--- config.mk ---
export PLATFORM = sky130hd
export DESIGN_NAME = grf
export DESIGN_NICKNAME = d
export VERILOG_FILES = /design/src/rtl/grf.sv
export SDC_FILE = /design/constraint.sdc
export NUM_CORES = 2
export LEC_CHECK = 0
export CORE_UTILIZATION = 53
export DETAILED_ROUTE_END_ITERATION = 10
export PLACE_DENSITY_LB_ADDON = 0.12
export REMOVE_ABC_BUFFERS = 1
export SLEW_MARGIN = 10
export SYNTH_ARGS = -nofsm -noshare
export SYNTH_HDL_FRONTEND = slang
export SYNTH_SLANG_ARGS = --single-unit
--- constraint.sdc ---
create_clock -name clk -period 85.3 [get_ports clk]
set_input_delay 8.53 -clock clk [delete_from_list [all_inputs] [get_ports clk]]
set_output_delay 8.53 -clock clk [all_outputs]
set_load 0.02 [all_outputs]
--- src/rtl/grf.sv ---
// General register file: 32 x 32-bit registers with register 0 hardwired to zero,
// a W-stage write-data mux and optional same-cycle write-to-read forwarding.
module grf #(
    parameter bit BYPASS = 1'b1
) (
    input  logic        clk,
    input  logic        reset,
    input  logic        regwrite,
    input  logic [1:0]  wdctr,
    input  logic [4:0]  a1,
    input  logic [4:0]  a2,
    input  logic [4:0]  a3,
    input  logic [31:0] aluoutW,
    input  logic [31:0] memdataW,
    input  logic [31:0] pc8W,
    output logic [31:0] rd1,
    output logic [31:0] rd2,
    output logic [31:0] wd
);

    logic [31:0] regs_reg [0:31];
    logic        hit1;
    logic        hit2;

    // Unknown or reserved selects fall through to zero.
    always_comb begin
        wd = 32'h0000_0000;
        case (wdctr)
            2'b00:   wd = aluoutW;
            2'b01:   wd = memdataW;
            2'b10:   wd = pc8W;
            default: wd = 32'h0000_0000;
        endcase
    end

    generate
        for (genvar gi = 0; gi < 32; gi++) begin : g_reg
            if (gi == 0) begin : g_zero
                assign regs_reg[gi] = 32'h0000_0000;
            end else begin : g_store
                always_ff @(posedge clk or posedge reset) begin
                    if (reset) begin
                        regs_reg[gi] <= 32'h0000_0000;
                    end else if (regwrite && (a3 == 5'(gi))) begin
                        regs_reg[gi] <= wd;
                    end
                end
            end
        end
    endgenerate

    // Forwarding only applies to real writes; a3=0 never forwards.
    assign hit1 = BYPASS && regwrite && (a3 != 5'd0) && (a1 == a3);
    assign hit2 = BYPASS && regwrite && (a3 != 5'd0) && (a2 == a3);

    assign rd1 = reset         ? 32'h0000_0000 :
                 (a1 == 5'd0)  ? 32'h0000_0000 :
                 hit1          ? wd            : regs_reg[a1];
    assign rd2 = reset         ? 32'h0000_0000 :
                 (a2 == 5'd0)  ? 32'h0000_0000 :
                 hit2          ? wd            : regs_reg[a2];

endmodule

After elaboration in Yosys (flattened, before gate mapping) --
Cells that the tools add are included. Widths: inputs -> output; s select.
Storage, ports and cells: bits in registers 992, input bits 116, output and inout bits 96
Cells by class: order comparisons 2, equality and inequality tests 35, multiplexer cells 13, bitwise gates (word level) 2, reductions and logical operators 38
Operator list (number):
- $bmux 32 s5 | 2
- $mux 32 | 10
- $pmux 32 s3 | 1
- $eq 5x5->1 const B | 16
- $eq 5x4->1 const B | 8
- $logic_and 1x1->1 | 34
- $eq 5x3->1 const B | 4
- $ge 6x6->1 const B | 2
- $not 5->6 | 2
- $eq 5x2->1 const B | 2
- $eq 5x5->1 | 2
- $logic_not 5->1 | 2
- $eq 5x1->1 const B | 1
- $reduce_bool 5->1 | 1
- $eq 2x1->1 const B | 1
- $eq 2x2->1 const B | 1
- $logic_not 2->1 | 1

Depth between registers and ports, before layout --
depth after elaboration 7, depth in mapped cells 10, gate-level depth less buffers 6

Worst setup path after synthesis --
No wires, ideal clock.
kind in2out, start point input reset, end point output rd1[12], arrival time 34.291 ns, data required time 76.770 ns, path slack 42.479 ns, cell stages on the path 3, cells stage by stage inv_1 o211ai_2 o221ai_1
Between the ends: longest elaborated chain between the ends 1
RTL lines:
- from (decl) | RTL line 7 | input logic reset,
- $mux 32 | RTL line 56 | assign rd1 = reset ? 32'h0000_0000 :
- to (decl) | RTL line 16 | output logic [31:0] rd1,
Every way passes these cells.

Final worst setup path --
start point input a1[0], end point output rd1[27]
Between the ends: longest elaborated chain between the ends 7
RTL lines:
- from (decl) | RTL line 10 | input logic [4:0] a1,
- $not 5->6 (implied by the code) | RTL line 58 | hit1 ? wd : regs_reg[a1];
- $bmux 32 s5 | RTL line 58
- $mux 32 (implied by the code) (2 in a row) | RTL line 58
- $mux 32 | RTL line 58
- $mux 32 * | RTL line 57 | (a1 == 5'd0) ? 32'h0000_0000 :
- $mux 32 * | RTL line 56
Mark *: on every way between the ends. The rest lies on a longest branch, timed or not. The select of a mux whose other input is x is not followed.

==> qor.txt <==
Vias: 41.9k
Sequential Area: 0.0248 sq mm
CTS tree: built
H-tree levels: 3
Total of max-cap violations: 0
# rows: 115
Setup Buffers After CTS: 0
Share of layout cells above drive strength 1: 0.179
Outcome: finished clean
CORE AREA: 0.0984 sq mm
Critical Path Fanout Max: 43
Unrepaired setup endpoints after global routing: no
Main synth FF type: dfrtp_1
Dpl hpwl: 103,000 um
Global-route wire length before repair: 276,000 um
Max Clock Freq: 0.0459 GHz
Register area share after synthesis: 0.472
Worst EP required: 76.77 ns
Dpl cells: 6,034
Final #Nets: 4,972
Multi-input gate area in the final layout: 0.0256 sq mm
Worst-Skew Late Latency: 0.70 ns
Hold_ws: 0.495 ns
Cts bufs inserted: 107
Critical Path Start Type: input pin
Post-synth top cells: 992 x dfrtp_1, 769 x nor2_1, 661 x a21oi_1, 435 x nand2_1, 415 x o21ai_0
Die Area: 0.101 sq mm
Worst-margin pin slew: 1.30 ns
DR iter-0 viols: 5,493
Count of different cell masters after synthesis: 75
Root Buffer: clkbuf_16
Placement Cell Area: 0.0553 sq mm
Pwr Density: 24.6 mW/mm^2
Clk buf depth: 3
Num ports: 212
Buffers added on ports: 211
Cell count after synthesis: 4,925
Syn Area/Cell: 10.7 sq um
Synth Register Bits: 992
Cell taking the most area after synthesis: dfrtp_1
Final Hold Vio Count: 0
Hold-fix buffers at CTS: 0
Yosys top cell area share: 0.472
Relative slew margins: 0.133
WL final: 188,000 um
Mapped cell area: 0.0526 sq mm
Post-synth EDFFs: 0
GPL Wtd Cong: 0.858
Top-count cell post-synth: dfrtp_1
Setup TNS: 0 ns
Chip height: 317 um
VDD IR-drop max: 0.0000170 V
Crit path kind: input pin to primary output
Initial antenna violation count: 4
Chip width: 317 um
Fin crit share: 0.256
Ys Warns: 0
Fraction of registers with async set or reset after synthesis: 1.00
Starting Density: 0.535
Lkg Pwr: 0.0244 uW
Non-Filler Instances: 6,229
Fillers: 8,279
Vias in the first global route: 40.3k
Routed WL per cell: 30.1 um
TritonRoute pass-1 iters: 6
Finished Cell Area: 0.0588 sq mm
Syn-to-layout area delta: 11.8%
Area contributors post-synth: dfrtp_1 47%, mux4_2 17%, a21oi_1 6.3%
# setup viols final: 0
Overall Global Routing Usage: 0.379
Min cycle time layout: 21.81 ns
Hold WC Path Type: register to register
Number of antenna-violating nets in the routed design: 0
Drt drc: 0
Final Skew: 0 ns
Crit end category: primary output
Crit path arrival time: 13.28 ns
Max Slew Vio Count: 0
Max reg flops: 992
Post-DR vias/cell: 6.72
Remaining global-route overflow: 0
Clk sink count: 992
Largest net degree at the start of global routing: 183
Reg clk slew, reported paths: 0.06 ns
Cts repair resizes: 0
## logic make-up (layout without fill, tap and decap cells)
family / Yosys count / in the layout / share of synthesized area
compound gates: 1413 / 1413 / 0.155
simple gates: 1351 / 1351 / 0.103
flops: 992 / 992 / 0.472
mux: 610 / 610 / 0.220
buf+inv: 549 / 563 / 0.0486
xor+xnor: 10 / 10 / 0.00166
other cells: 0 / 3 / 0
## placed cells by master (no fill, tap or decap), drive strengths merged, types with 11 or more instances in the layout
cell | Yosys | final
nand2 | 435 | 435
o211ai | 16 | 16
o21ai | 418 | 418
nor3 | 54 | 54
nand2b | 14 | 14
nor2 | 771 | 771
nand4 | 11 | 11
o22ai | 67 | 67
mux4 | 424 | 424
a2111oi | 30 | 30
a221o | 25 | 25
a211oi | 45 | 45
buf | 167 | 131
clkinv | 2 | 14
clkdlybuf4s50 | 0 | 200
o221ai | 14 | 14
clkbuf | 342 | 170
mux2 | 90 | 90
dfrtp | 992 | 992
a221oi | 53 | 53
a21oi | 662 | 662
a22oi | 43 | 43
mux2i | 96 | 96
inv | 38 | 43
nor2b | 21 | 21
## critical path: stages
cell             delay (ns)
buf_8                  0.30
buf_4                  0.69
buf_4                  0.81
buf_4                  0.75
mux4_2                 0.36
mux4_2                 0.24
nor2_1                 0.05
o32ai_1                0.67
clkdlybuf4s50_1        0.75
## routing by layer
metal	wire (um)	up-vias	track usage
met5	21	-	0
met1	75000	21209	0.537
met4	8330	4	0.155
met2	83300	2370	0.557
met3	21100	479	0.102
li1	-	17813	-
## power breakdown
part           leakage [uW]  switching [uW]  internal (uW)  total [uW]
Sequential           0.0124            78.8            573         651
Combinational        0.0103             159            165         323
Clock               0.00173             199            272         471
Total                0.0244             436           1010        1450
## cell type report
type / instances / share of cell area
clock inverter: 22 / 0.00419
clock buffer: 170 / 0.0554
tap: 1287 / 0.0274
timing repair buffer: 331 / 0.0522
inverter: 40 / 0.00268
sequential: 992 / 0.422
antenna: 3 / 0.000128
multi-input combinational: 3384 / 0.436
## worst paths after layout
check	from	endpoint	slack [ns]	cells past startpoint
max	a1[0]	rd1[27]	63.49	9
min	regs_reg[504]	regs_reg[504]	0.50	2
max reg2reg	regs_reg[734]	regs_reg[734]	84.52	2
min reg2reg	regs_reg[504]	regs_reg[504]	0.50	2
max in group asynchronous	reset	regs_reg[261]	73.64	5
min in group asynchronous	reset	regs_reg[874]	8.51	2
## through the flow
stage | total power [uW] | setup WS, ns | utilization
5_1_grt | 1510 | 63.20 | 0.598
3_3_place_gp | 962 | 63.37 | 0.562
2_1_floorplan | 863 | 35.87 | -
4_1_cts | 1440 | 63.36 | 0.598
6_report | 1450 | 63.49 | 0.598
3_5_place_dp | 975 | 63.37 | 0.562
No activity file was read; power rests on OpenSTA's default activity.
